`src/rtl/abae_spi_pkg.sv`:
```
// Shared SPI definitions: default frame geometry, frame length helper and the
// receive FSM state type. Shared between spi_frame_rx and spi_controller.
// Configuration macro: SPI_RX_PARITY_EN appends one even-parity bit to each frame.
package abae_spi_pkg;

  localparam int unsigned HEADER_SIZE_DEF  = 32;
  localparam int unsigned MESSAGE_SIZE_DEF = 512;

`ifdef SPI_RX_PARITY_EN
  localparam int unsigned PARITY_BITS = 1;
`else
  localparam int unsigned PARITY_BITS = 0;
`endif

  localparam int unsigned FRAME_BITS = HEADER_SIZE_DEF + MESSAGE_SIZE_DEF + PARITY_BITS;

  typedef enum logic [1:0] {
    StIdle         = 2'd0,
    StShift        = 2'd1,
    StWaitDeselect = 2'd2
  } spi_state_e;

  // Serial frame length for a given header/message geometry.
  function automatic int unsigned frame_bits(int unsigned hdr, int unsigned msg);
    return hdr + msg + PARITY_BITS;
  endfunction

endpackage

```
`src/rtl/sync_2ff.sv`:
```
// Two-flop synchronizer for one asynchronous level into the clk domain.
// Ports:
//   i_clk  system clock
//   i_rst  synchronous active-high reset, loads RESET_VALUE into both flops
//   i_d    asynchronous input
//   o_q    synchronized output
module sync_2ff #(
  parameter logic RESET_VALUE = 1'b0
) (
  input  logic i_clk,
  input  logic i_rst,
  input  logic i_d,
  output logic o_q
);

  logic r_meta;
  logic r_sync;

  always_ff @(posedge i_clk) begin
    if (i_rst) begin
      r_meta <= RESET_VALUE;
      r_sync <= RESET_VALUE;
    end else begin
      r_meta <= i_d;
      r_sync <= r_meta;
    end
  end

  assign o_q = r_sync;

endmodule

```
`src/rtl/spi_frame_rx.sv`:
```
// SPI frame receiver (target side). Shifts a MSB-first frame of header then
// message (plus optional trailing even-parity bit) in from a far-end initiator,
// and presents completed frames on a single-entry valid/ready output buffer.
// Configuration macro: SPI_RX_PARITY_EN enables the trailing parity bit check.
// Ports:
//   clk_in          system clock, all logic on rising edge
//   rst_in          synchronous active-high reset
//   rx_data_in      serial data (async)
//   rx_sel_in       slave select, active low (async)
//   rx_clk_in       serial clock, idle low (async)
//   rx_key_req_in   key request level (async)
//   rx_ready_in     downstream ready
//   rx_valid_out    held frame available
//   rx_header_out   header of held frame
//   rx_message_out  message of held frame
//   rx_key_req_out  one-cycle pulse per key request rising edge
//   rx_error_out    one-cycle pulse per discarded frame
module spi_frame_rx
  import abae_spi_pkg::*;
#(
  parameter int unsigned MESSAGE_SIZE = MESSAGE_SIZE_DEF,
  parameter int unsigned HEADER_SIZE  = HEADER_SIZE_DEF
) (
  input  logic                    clk_in,
  input  logic                    rst_in,
  input  logic                    rx_data_in,
  input  logic                    rx_sel_in,
  input  logic                    rx_clk_in,
  input  logic                    rx_key_req_in,
  input  logic                    rx_ready_in,
  output logic                    rx_valid_out,
  output logic [HEADER_SIZE-1:0]  rx_header_out,
  output logic [MESSAGE_SIZE-1:0] rx_message_out,
  output logic                    rx_key_req_out,
  output logic                    rx_error_out
);

  localparam int unsigned FB = frame_bits(HEADER_SIZE, MESSAGE_SIZE);
  localparam int unsigned CW = $clog2(FB + 1);

  // Synchronized inputs
  logic w_data_s;
  logic w_sel_s;
  logic w_sclk_s;
  logic w_key_s;

  sync_2ff #(.RESET_VALUE(1'b0)) u_sync_data (
    .i_clk (clk_in),
    .i_rst (rst_in),
    .i_d   (rx_data_in),
    .o_q   (w_data_s)
  );

  sync_2ff #(.RESET_VALUE(1'b1)) u_sync_sel (
    .i_clk (clk_in),
    .i_rst (rst_in),
    .i_d   (rx_sel_in),
    .o_q   (w_sel_s)
  );

  sync_2ff #(.RESET_VALUE(1'b0)) u_sync_sclk (
    .i_clk (clk_in),
    .i_rst (rst_in),
    .i_d   (rx_clk_in),
    .o_q   (w_sclk_s)
  );

  sync_2ff #(.RESET_VALUE(1'b0)) u_sync_key (
    .i_clk (clk_in),
    .i_rst (rst_in),
    .i_d   (rx_key_req_in),
    .o_q   (w_key_s)
  );

  // State
  spi_state_e              r_state;
  spi_state_e              w_state_next;
  logic [CW-1:0]           r_cnt;
  logic [CW-1:0]           w_cnt_next;
  logic [FB-1:0]           r_shreg;
  logic [FB-1:0]           w_shreg_next;
  logic                    r_sclk_prev;
  logic                    r_key_prev;
  logic [1:0]              r_flush;
  logic                    r_armed;
  logic                    r_valid;
  logic                    w_valid_next;
  logic [HEADER_SIZE-1:0]  r_header;
  logic [HEADER_SIZE-1:0]  w_header_next;
  logic [MESSAGE_SIZE-1:0] r_message;
  logic [MESSAGE_SIZE-1:0] w_message_next;
  logic                    r_err;
  logic                    w_err_next;
  logic                    r_key_pulse;

  logic w_sclk_rise;
  logic w_full;
  logic w_hs;
  logic w_commit;
  logic w_abort;
  logic w_load;
  logic w_parity_ok;

  assign w_sclk_rise = w_sclk_s & ~r_sclk_prev;
  assign w_full      = (r_cnt == CW'(FB));
  assign w_hs        = r_valid & rx_ready_in;

`ifdef SPI_RX_PARITY_EN
  // Even parity: XOR across header, message and parity bit must be zero.
  assign w_parity_ok = ~(^r_shreg);
`else
  assign w_parity_ok = 1'b1;
`endif

  // Sel synchronizer resets to "deselected", so sel reads high for two cycles
  // after reset even if the line is low. r_armed only sets once the
  // synchronizer has flushed and sel is genuinely high, so a frame cut by
  // reset is never resumed mid-stream.
  always_ff @(posedge clk_in) begin
    if (rst_in) begin
      r_flush <= 2'b00;
      r_armed <= 1'b0;
    end else begin
      r_flush <= {r_flush[0], 1'b1};
      if (r_flush[1] && w_sel_s) begin
        r_armed <= 1'b1;
      end
    end
  end

  // FSM next state and shift datapath
  always_comb begin
    w_state_next = r_state;
    w_cnt_next   = r_cnt;
    w_shreg_next = r_shreg;
    w_commit     = 1'b0;
    w_abort      = 1'b0;
    unique case (r_state)
      StIdle: begin
        if (r_armed && !w_sel_s) begin
          w_state_next = StShift;
          w_cnt_next   = '0;
          w_shreg_next = '0;
        end
      end
      StShift: begin
        if (w_full) begin
          w_commit     = 1'b1;
          w_state_next = StWaitDeselect;
        end else if (w_sel_s) begin
          w_abort      = 1'b1;
          w_state_next = StIdle;
        end else if (w_sclk_rise) begin
          w_shreg_next = {r_shreg[FB-2:0], w_data_s};
          w_cnt_next   = r_cnt + CW'(1);
        end
      end
      StWaitDeselect: begin
        if (w_sel_s) begin
          w_state_next = StIdle;
        end
      end
      default: begin
        w_state_next = StIdle;
      end
    endcase
  end

  // Output buffer: a commit loads only into an empty buffer or one being
  // drained in the same cycle; anything else is reported as an error.
  always_comb begin
    w_valid_next   = r_valid;
    w_header_next  = r_header;
    w_message_next = r_message;
    w_load         = w_commit & w_parity_ok & (~r_valid | w_hs);
    if (w_load) begin
      w_valid_next   = 1'b1;
      w_header_next  = r_shreg[FB-1 -: HEADER_SIZE];
      w_message_next = r_shreg[PARITY_BITS +: MESSAGE_SIZE];
    end else if (w_hs) begin
      w_valid_next = 1'b0;
    end
    w_err_next = w_abort | (w_commit & ~w_load);
  end

  always_ff @(posedge clk_in) begin
    if (rst_in) begin
      r_state     <= StIdle;
      r_cnt       <= '0;
      r_shreg     <= '0;
      r_sclk_prev <= 1'b0;
      r_key_prev  <= 1'b0;
      r_valid     <= 1'b0;
      r_header    <= '0;
      r_message   <= '0;
      r_err       <= 1'b0;
      r_key_pulse <= 1'b0;
    end else begin
      r_state     <= w_state_next;
      r_cnt       <= w_cnt_next;
      r_shreg     <= w_shreg_next;
      r_sclk_prev <= w_sclk_s;
      r_key_prev  <= w_key_s;
      r_valid     <= w_valid_next;
      r_header    <= w_header_next;
      r_message   <= w_message_next;
      r_err       <= w_err_next;
      r_key_pulse <= w_key_s & ~r_key_prev;
    end
  end

  assign rx_valid_out   = r_valid;
  assign rx_header_out  = r_header;
  assign rx_message_out = r_message;
  assign rx_key_req_out = r_key_pulse;
  assign rx_error_out   = r_err;

endmodule
```
`config.mk`:
```
export PLATFORM = sky130hd
export DESIGN_NAME = spi_frame_rx
export DESIGN_NICKNAME = d
export VERILOG_FILES = /design/src/rtl/abae_spi_pkg.sv /design/src/rtl/sync_2ff.sv /design/src/rtl/spi_frame_rx.sv
export SDC_FILE = /design/constraint.sdc
export NUM_CORES = 2
export LEC_CHECK = 0
export BUFFER_PORTS_ARGS = -buffer_cell sky130_fd_sc_hd__clkbuf_2
export CAP_MARGIN = 10
export CORE_ASPECT_RATIO = 0.5
export CORE_MARGIN = 2
export CORE_UTILIZATION = 60
export CTS_CLUSTER_DIAMETER = 40
export CTS_CLUSTER_SIZE = 14
export DETAILED_ROUTE_END_ITERATION = 7
export PLACE_DENSITY_LB_ADDON = 0.12
export SYNTH_ARGS = -nofsm -noshare
export SYNTH_HDL_FRONTEND = slang
export SYNTH_SLANG_ARGS = --single-unit
```
`constraint.sdc`:
```
create_clock -name clk_in -period 3.85 [get_ports clk_in]
set_input_delay 0.77 -clock clk_in [delete_from_list [all_inputs] [get_ports clk_in]]
set_output_delay 0.77 -clock clk_in [all_outputs]
set_load 0.1 [all_outputs]
```
==> results.json <==
{
  "status": "complete, no violations",
  "startpoint_type": "flip-flop",
  "yosysSeqAreaShare_pct": 59.28,
  "fin_worst_skew_ns": 0.02195,
  "viasPerCell": 6.218,
  "placed_area_um2": 40450,
  "synth-edff-count": 0,
  "cp.arrival_ns": 3.72,
  "rsz0062_at_grt": "false",
  "syn-cell-area_um2": 37690,
  "fmax_mhz": 316.1,
  "final_layout_size_suffix_gt1_share_pct": 17.38,
  "yosys.cell_count.top_type": "dfxtp_1",
  "hpwl_um": 55030,
  "setup_slack_ns": 0.6866,
  "finalWirelength_um": 94700,
  "grt_max_degree": 211,
  "fillers": 4838,
  "finalSetupViolations": 0,
  "place_congestion": 0.8199,
  "hold_path.class": "in2reg",
  "syn_nets": 3828,
  "p_comb_share_pct": 1.2,
  "antennaDiodeCount": 0,
  "die_w_um": 358.4,
  "first_global_vias": 28051,
  "holdWs_ns": 0.3518,
  "setup_tns_ns": 0,
  "ctsHtreeMaxLevel": 3,
  "initial_core_util_pct": 61.20,
  "ctsLongestPathBuffers": 3,
  "ys_top_cells_by_count": "dfxtp_1, a21oi_1, o21ai_0",
  "synthArstFlopShare_pct": 0,
  "critPathMaxStageDelay_ns": 0.91,
  "crit_slowest_cell": "or4_4",
  "yosysWarnings": 0,
  "drtAntennaViolNets": 0,
  "vias": 30574,
  "synthCells": 3819,
  "period_share_pct": 82.17,
  "pre_cts_ws_ns": 0.7416,
  "switching_share_pct": 20.49,
  "drt_iter0_markers": 3255,
  "grt_pass1_wl_um": 149900,
  "synth_area_per_cell_um2": 9.869,
  "antenna_found_initial": 0,
  "nets": 4093,
  "synth.area.top_cells": "dfxtp_1, a22o_1, a21oi_1",
  "crit_chain": "or4b_1 -> or4_4 -> a21oi_4 -> buf_4 -> buf_12 -> a22o_1",
  "required_ns": 4.41,
  "peakVddDrop_mv": 0.3001,
  "netSwitchingPower_uw": 4089,
  "endpoint_kind": "flip-flop",
  "tritoncts": "built",
  "drtPass1Iterations": 6,
  "min_period_ns": 3.163,
  "yosys.area.top_type": "dfxtp_1",
  "ys.flop_type": "dfxtp_1",
  "cts_setup_buffers": 0,
  "clock-root-buffer": "clkbuf_16",
  "ys_seq_elements": 1116,
  "crit_type": "reg2reg",
  "track_usage_pct": 27.60,
  "cts_hold_buf": 0,
  "dieArea_um2": 64960,
  "pwr-share-seq_pct": 57.9,
  "slew_violations": 0,
  "worst_pin_slew_ns": 1.175,
  "dieHeight_um": 181.2,
  "slew_headroom_pct": 21.66,
  "p_clk_share_pct": 40.9,
  "cts_resized": 0,
  "numCtsBuffers": 90,
  "cts_sinks": 1116,
  "drc": 0,
  "wire_per_inst_um": 19.26,
  "worstPathMaxFanout": 115,
  "synth.distinct_cells": 37,
  "syn2layout_area_growth_pct": 13.64,
  "post-route-util_pct": 69.55,
  "boundaryPins": 554,
  "finalInstanceArea_um2": 42830,
  "clkTransAtPathRegs_ns": 0.06,
  "core_area_um2": 61580,
  "intPower_uw": 15860,
  "cellLeakagePower_uw": 0.01600,
  "hold_viol": 0,
  "clock_latency_ns": 0.63,
  "maxCapViolCount": 0,
  "grt_overflow": 0,
  "p_per_area_nw_per_um2": 465.9,
  "synth.top_cell.area_share_pct": 59.28,
  "portBuffers": 553,
  "std_cell_rows": 64
}
[critical path, delay by kind of cell (launching register included)]
family                 cells  cell delay, ns
AOI/OAI and AO/OA          2            0.57
buffers and inverters      2            0.55
DFF                        1            0.34
and+or+nand+nor            2            1.52
[final cells by class]
cell class	instances	area [um^2]	area share [%]
clock buffer	95	2345	5.475
clock inverter	5	40.04	0.09348
inverter	3	11.26	0.02629
multi-input combinational	2270	13560	31.65
sequential	1116	22340	52.16
tap	825	1032	2.410
timing repair buffer	603	3503	8.180
[power groups by stage]
stage	Clock [uW]	Combinational [uW]	Sequential, uW
final	8160	244	11600
after global routing	8740	263	11500
after CTS	8270	241	11600
after detailed placement	0	241	11800
after global placement	0	239	11800
after floorplan	0	193	11800
[layout by cell type (no fill, tap or decap), types with 2 or more instances in the layout]
cell,netlist,routed
dfxtp_1,1116,1116
a21oi_1,557,557
clkbuf_2,0,552
o21ai_0,549,549
nand3_1,548,548
a22o_1,545,545
clkbuf_16,0,93
buf_12,0,28
buf_4,1,22
nor2b_1,13,12
nor2_1,7,7
nand4_1,5,5
nor3_1,5,5
nand2b_1,5,4
o31ai_1,4,4
inv_1,3,3
nand2_1,3,3
a31oi_1,3,3
nand3b_1,2,2
nor4_2,0,2
and4_1,2,2
and3_1,2,2
or4_1,3,2
or2_2,2,2
ha_1,2,2
inv_6,0,2
clkinv_4,0,2
[logic make-up after synthesis]
kind of cell               share of synthesized area (%)
AOI/OAI and AO/OA                                  27.62
adders and majority gates                        0.06639
buffers and inverters                              4.854
DFF                                                59.28
muxes                                            0.02656
and+or+nand+nor                                    8.157
[metrics by stage]
| stage | std cells | power, uW |
|---|---|---|
| 5_1_grt | 4917 | 20540 |
| 3_5_place_dp | 4817 | 12050 |
| 3_3_place_gp | 4817 | 12050 |
| 6_report | 4917 | 19950 |
| 4_1_cts | 4917 | 20060 |
| 2_1_floorplan | 3819 | 12010 |
[final timing paths]
kind	start	to	slack (ns)	cells after the start
setup / recovery	r_cnt[4]	r_shreg[342]	0.69	6
hold / removal	rx_key_req_in	u_sync_key.r_meta	0.35	2
setup reg to reg	r_cnt[4]	r_shreg[342]	0.69	6
hold reg to reg	u_sync_sel.r_meta	u_sync_sel.o_q	0.41	1
[flip-flops by register name, indices dropped and copies added (netlist names)]
register,cells
r_armed,1
r_cnt,10
r_flush,2
r_key_prev,1
r_sclk_prev,1
r_shreg,544
r_state,2
rx_error_out,1
rx_header_out,32
rx_key_req_out,1
rx_message_out,512
rx_valid_out,1
u_sync_data.o_q,1
u_sync_data.r_meta,1
u_sync_key.o_q,1
u_sync_key.r_meta,1
u_sync_sclk.o_q,1
u_sync_sclk.r_meta,1
u_sync_sel.o_q,1
u_sync_sel.r_meta,1
[routing by layer]
| layer | vias to the layer above | track usage, % | wire [um] |
|---|---|---|---|
| li1 | 14542 | - | - |
| met5 | - | 0 | 0 |
| met2 | 845 | 44.66 | 45860 |
| met1 | 14980 | 36.51 | 40360 |
| met4 | 0 | 12.17 | 4010 |
| met3 | 207 | 4.475 | 4458 |
No activity file was read; power rests on OpenSTA's default activity.
